$ cat config.mk
export PLATFORM = sky130hd
export DESIGN_NAME = seg7_scan_ctrl
export DESIGN_NICKNAME = d
export VERILOG_FILES = /design/src/rtl/seg7_scan_ctrl.sv
export SDC_FILE = /design/constraint.sdc
export NUM_CORES = 1
export LEC_CHECK = 0
export CORE_ASPECT_RATIO = 0.8
export CORE_MARGIN = 4
export CORE_UTILIZATION = 40
export CTS_CLUSTER_SIZE = 10
export DETAILED_ROUTE_END_ITERATION = 16
export GPL_ROUTABILITY_DRIVEN = 0
export GPL_TIMING_DRIVEN = 1
export PLACE_DENSITY = 0.74
export SLEW_MARGIN = 0
export SYNTH_ARGS = -nofsm -noshare
export SYNTH_HDL_FRONTEND = slang
export SYNTH_SLANG_ARGS = --single-unit
$ cat constraint.sdc
create_clock -name clk -period 2.3 [get_ports clk]
set_input_delay 0.46 -clock clk [delete_from_list [all_inputs] [get_ports clk]]
set_output_delay 0.46 -clock clk [all_outputs]
set_load 0.01 [all_outputs]
$ cat src/rtl/seg7_scan_ctrl.sv
// seg7_scan_ctrl: 8-digit multiplexed seven-segment scan controller.
// Captures bus writes and commits them at frame boundaries.
// Scans one active-low anode per slot, with a blanking gap.
//
// Ports:
//   clk        system clock
//   rst        synchronous active-high reset
//   seg7_cs    write strobe from the IO decoder
//   wdata      32-bit store data
//   an         digit anodes, active-low, bit i = digit i
//   seg        segments, active-low, {dp,g,f,e,d,c,b,a}
//   frame_tick one-cycle pulse after each frame commit
//
// Build option: define SEG7_LZ_BLANK_EN to suppress leading-zero digits.
module seg7_scan_ctrl #(
   parameter int SCAN_DIV     = 100000,
   parameter int BLANK_CYCLES = 1000
) (
   input  logic        clk,
   input  logic        rst,
   input  logic        seg7_cs,
   input  logic [31:0] wdata,
   output logic [7:0]  an,
   output logic [7:0]  seg,
   output logic        frame_tick
);

   localparam int CW = $clog2(SCAN_DIV);

   logic [CW-1:0] r_cnt;
   logic [2:0]    r_idx;
   logic [31:0]   r_disp;
   logic [31:0]   r_pend_val;
   logic          r_pend_vld;
   logic          r_frame_tick;

   logic          w_wrap;
   logic          w_commit;
   logic          w_blank;
   logic          w_supp;
   logic [3:0]    w_nib;

   function automatic logic [7:0] f_hex(input logic [3:0] n);
      logic [7:0] s;
      case (n)
         4'h0: s = 8'hC0;
         4'h1: s = 8'hF9;
         4'h2: s = 8'hA4;
         4'h3: s = 8'hB0;
         4'h4: s = 8'h99;
         4'h5: s = 8'h92;
         4'h6: s = 8'h82;
         4'h7: s = 8'hF8;
         4'h8: s = 8'h80;
         4'h9: s = 8'h90;
         4'hA: s = 8'h88;
         4'hB: s = 8'h83;
         4'hC: s = 8'hC6;
         4'hD: s = 8'hA1;
         4'hE: s = 8'h86;
         default: s = 8'h8E;
      endcase
      return s;
   endfunction

   assign w_wrap   = (r_cnt == CW'(SCAN_DIV - 1));
   assign w_commit = w_wrap && (r_idx == 3'd7);
   assign w_blank  = (r_cnt < CW'(BLANK_CYCLES));
   assign w_nib    = r_disp[{r_idx, 2'b00} +: 4];

`ifdef SEG7_LZ_BLANK_EN
   // Digit i>=1 is dark when it and every higher nibble are zero.
   assign w_supp = (r_idx != 3'd0) &&
                   ((r_disp >> {r_idx, 2'b00}) == 32'd0);
`else
   assign w_supp = 1'b0;
`endif

   always_ff @(posedge clk) begin
      if (rst) begin
         r_cnt        <= '0;
         r_idx        <= 3'd0;
         r_disp       <= 32'd0;
         r_pend_val   <= 32'd0;
         r_pend_vld   <= 1'b0;
         r_frame_tick <= 1'b0;
      end else begin
         r_cnt        <= w_wrap ? '0 : r_cnt + CW'(1);
         r_frame_tick <= w_commit;
         if (w_wrap)
            r_idx <= r_idx + 3'd1;
         if (seg7_cs)
            r_pend_val <= wdata;
         if (w_commit) begin
            // A write landing on the commit edge beats the shadow.
            if (seg7_cs)
               r_disp <= wdata;
            else if (r_pend_vld)
               r_disp <= r_pend_val;
            r_pend_vld <= 1'b0;
         end else if (seg7_cs) begin
            r_pend_vld <= 1'b1;
         end
      end
   end

   always_comb begin
      an  = 8'hFF;
      seg = 8'hFF;
      if (!w_blank && !w_supp) begin
         an  = ~(8'b1 << r_idx);
         seg = f_hex(w_nib);
      end
   end

   assign frame_tick = r_frame_tick;

endmodule

; After elaboration in Yosys (flattened, before gate mapping)
; Memories as Yosys holds them, arrays and structs flattened.
; Index checks and enable logic that the tools add are counted.
; Widths: inputs -> output; s select.
[word_totals]
inputBits = 35
output_inout_bits = 17
mem_count = 1
mem_bits_ro = 112
regBits = 86
wordCells = 24
[memory_table]
columns = memory, depth, width, read_ports, rd_ports_with_merged_regs, wr, line
row1 = (no name shown), 16, 7, 1, 0, 0, 45  ; case (n)
[classes]
n_shift = 2
n_mux = 4
eq_ne = 2
n_reduce_logical = 5
bitwise = 1
n_addsub = 2
magnitude_cmp = 1
[op_table]
columns = op, n
row1 = $mux 32, 2
row2 = $shiftx 32x6->4, 1
row3 = $add 17x1->17 const B, 1
row4 = $eq 17x17->1 const B, 1
row5 = $lt 17x10->1 const B, 1
row6 = $mux 8, 2
row7 = $not 8->8, 1
row8 = $shl 1x3->8 const A, 1
row9 = $reduce_or 2->1, 2
row10 = $add 3x1->3 const B, 1
row11 = $eq 3x3->1 const B, 1
row12 = $reduce_and 2->1, 1
row13 = $reduce_bool 2->1, 1
row14 = $logic_and 1x1->1, 1

; Longest topological paths before layout
[depth]
depth_word = 3
ltp_mapped = 10
depth_no_buf = 8

; Worst setup path after synthesis
; OpenSTA, ideal clock, no wires.
[synth_path]
path_type = reg2out
start = reg r_idx[1]
end = out seg[3]
path_stages_with_launch = 9
arrival_time_ps = 2095
t_required_ps = 1840
setup_slack_ps = -255
path_cell_list = dfxtp_1 > buf_2 > mux4_2 > mux2_2 > inv_1 > ha_1 > nand3_1 > o21ai_0 > a31oi_1
[synth_via]
elab_chain_cells = 3
[synth_rtl]
columns = element, line
row1 = "start, declared", 31  ; logic [2:0] r_idx;
row2 = "start signal, assigned", 91  ; r_idx <= r_idx + 3'd1;
row3 = $shiftx 32x6->4, 69  ; assign w_nib = r_disp[{r_idx, 2'b00} +: 4];
row4 = $mem_v2 16x7, n/a
row5 = $mux 8, 110  ; if (!w_blank && !w_supp) begin
row6 = "end, declared", 24  ; output logic [7:0] seg,
; No other way between the ends.

; Worst setup path in the final report
[layout_path]
start = reg r_idx[1]
end = out seg[0]
; Same word-level chain as after synthesis.

==> metrics.txt <==
status=finished with violations; violated checks=setup timing; RSZ-0062 raised after global routing=true; GRT overflow=0; Final Critical Period=around 2.8 ns; top_reg_cell synth=dfxtp_1; Buf+Inv Stages, Crit Path=3; CTS Sinks=86; Horiz. Die Dim=between 100 and 150 um; Critical Path RT=about 1.8 ns; Final #Nets=roughly 560; core box area=just under 10000 um^2; ANT nets after route=0; area grow syn2layout=30.6%; Netlist cell types=45; Worst-Margin Slew=0.670 ns; r2r setup slk=between 0.15 and 0.2 ns; Vias/cell=4.86; Critical Path Source Type=flip-flop; largest net degree at the start of global routing=70; max_cap viols=0; Slowest Stage Delay on Critical Path=0.51 ns; Die ar.=11900 um^2; relative slew slack=0.553; All-Layer GR Usage=0.157; FF-to-FF End=r_disp[15]$_SDFFE_PP0P_; CP Capture Type=output pin; fill cell count=approximately 870; Async S/R FF share, synth=0; TritonCTS clock tree=done; WL/cell=14.0 um; CTS Buffer Depth=2; largest fanout on the critical path=6; setup ws final=-0.487 ns; clock-pin slew on the worst setup and hold paths=~0.060 ns; hold path start=r_disp[31]$_SDFFE_PP0P_; post-route design area=about 5300 um^2; H-tree Lvls=3; Num CTS Buffers=9; DR pass1 iterations=4; # rows=32; Worst EP arrival=2.33 ns; Worst R2R Path Depth=9; clk_lat worst skew=about 0.34 ns; global-route wire length before repair=around 15000 um; Synth Net Count=slightly below 500; Achievable Freq=~0.36 GHz; synth warn=0; HPWL Detailed=approximately 6600 um; Worst path slowest cell=mux4_2; PD cells=614 nW/um^2; Post-Syn Area=4090 um^2; initial antenna violation count=0; DRC marker count from the first detailed-route iteration=about 260; worst r2r src=r_cnt[14]$_SDFF_PP0_; Tcrit/Tclk final=1.21; Synth Register Bits=86; Multi-input gate area=roughly 2200 um^2; cell count after synthesis=433; Area after DPL=4910 um^2; Slew Viols, Final=0; Leak Pwr=between 2 and 2.5 nW; critical-path cell list=mux4_2 > mux2_4 > inv_6 > buf_4 > ha_4 > nand4b_1 > o31ai_2 > o21ai_1 > buf_2; port bufs=50; Worst Hold Path Cells=2; root buf cell=clkbuf_16; Hold Crit Class=reg -> reg; Routed WL=about 9000 um; number of synthesized flops with an enable pin=0; CTS hold repair buffers=0; Final setup violation count=7; share of cells above drive strength 1=0.215; Die Ht=98.4 um; total negative setup slack=-2.96 ns; sequential share of the synthesized area=0.421; pre-CTS WS=-0.574 ns; vias in the first global route=between 3000 and 4000; DRC viols=0; Initial Utilization=0.417; Final Skew=between 0.005 and 0.006 ns; Cell Count, Final, Fillers Out=approximately 650; Ant. Diodes=0; peak supply drop=between 0.4 and 0.5 mV; I/O pin cnt=52; Crit Path Class=reg -> out; WHS Endpoint=r_disp[31]$_SDFFE_PP0P_; DR vias=around 3100; Syn Area/Cell=roughly 9.4 um^2; Top delay family on crit path=multiplexers; Pwr Total=approximately 0.0033 W; Placed Cells=roughly 630; register area=roughly 1700 um^2; final number of hold-violating endpoints=0
cell usage after synthesis (2+ instances only):
cell type  number  area, um^2
inv_1          32         120
xor2_1          6        52.6
nand2_1        34         128
mux2_2         10         113
mux4_2          6         135
and4b_1         2        20.0
or2_2           2        12.5
buf_2           5        25.0
buf_6           2        22.5
buf_4           4        30.0
o21ai_0         6        30.0
buf_8           2        30.0
o221ai_1        5        43.8
nor2b_1        34         213
mux2i_1        57         571
a21oi_1        12        60.1
dfxtp_1        86        1720
nor2_1         49         184
xnor2_1         8        70.1
nand4b_1        2        17.5
or3_1           3        18.8
and4_1          2        17.5
ha_1           13         163
nand4_1         5        31.3
clkbuf_1       13        48.8
and3_1          2        12.5
nand3_1         8        40.0
nor3_1          6        30.0
through the flow:
step,util,hold WS [ns]
3_3_place_gp,0.500,0.428
6_report,0.544,0.460
3_5_place_dp,0.500,0.458
2_1_floorplan,-,0.418
5_1_grt,0.544,0.488
4_1_cts,0.539,0.464
cells in the final DEF, fill, tap and decap left out, types with 3 or more instances in the layout:
cell type        synthesis  routed
ha_1                    13       8
clkbuf_16                0       9
nand4_1                  5       5
clkdlybuf4s50_1          0      33
nand3_1                  8       6
inv_1                   32      29
xor2_1                   6       6
nor2b_1                 34      34
or3_1                    3       3
xnor2_1                  8       8
nor3_1                   6       6
o21ai_1                  0       3
dlygate4sd2_1            0       5
mux2_2                  10       9
nand2_1                 34      33
o221ai_1                 5       3
buf_2                    5       9
mux4_2                   6       6
a21oi_1                 12      11
dfxtp_1                 86      83
mux2i_1                 57      55
nor2_1                  49      49
ha_4                     0       4
buf_4                    4      38
power by group:
group | internal (W) | switching (W)
registers | 0.00153 | 0.0000117
clock network | 0.00100 | 0.000561
logic | 0.0000981 | 0.0000843
worst min-delay path, delay by kind of cell (launching register included):
kind            cells  cell delay (ns)
simple gates        1             0.05
flops               1             0.31
compound gates      1             0.05
per-layer routing:
layer  part of all wire  GRT usage  wire length, um  vias to the layer above
met2               0.44      0.243             4040                       68
met5                  0          0                0                        -
met3              0.057     0.0459              517                       13
met4              0.012     0.0479              107                        0
met1               0.49      0.214             4430                     1472
li1                   -          -                -                     1596
layout make-up:
class,instances,area share
multi-input combinational,288,0.414
sequential,86,0.324
timing repair buffer,92,0.146
clock buffer,11,0.0473
tap,136,0.0319
inverter,32,0.0234
clock inverter,3,0.0129
worst max-delay path by stage:
stage                               start     end  slack, ns  depth (start not counted)
global route        r_idx[1]$_SDFFE_PP0P_  seg[3]      -0.57                          8
CTS                 r_idx[1]$_SDFFE_PP0P_  seg[3]      -0.50                          8
finish              r_idx[1]$_SDFFE_PP0P_  seg[0]      -0.49                          9
global placement    r_idx[1]$_SDFFE_PP0P_  seg[3]      -0.53                          8
floorplan           r_idx[1]$_SDFFE_PP0P_  seg[3]      -0.03                          8
detailed placement  r_idx[1]$_SDFFE_PP0P_  seg[3]      -0.57                          8
what timing repair did:
action,in CTS,in global routing
setup buffers,3,4
hold endpoints to repair,0,0
pin swaps,6,6
gates resized for setup,56,13
endpoints found under the setup margin,15,10
sequential cells by signal (all words and copies together) (netlist names):
register	count
frame_tick	1
r_pend_val	32
r_idx	3
r_pend_vld	1
r_cnt	17
r_disp	32
logic make-up after synthesis:
family | count (synthesis) | share of synthesized area
multiplexers | 73 | 0.200
XOR/XNOR | 14 | 0.0300
adder cells (fa/ha/maj) | 13 | 0.0398
flip-flops | 86 | 0.421
other | 1 | 0.000917
AND/OR/NAND/NOR | 156 | 0.192
AO/OA/AOI/OAI | 31 | 0.0478
buffers and inverters | 59 | 0.0686
No activity file was read; power rests on OpenSTA's default activity.
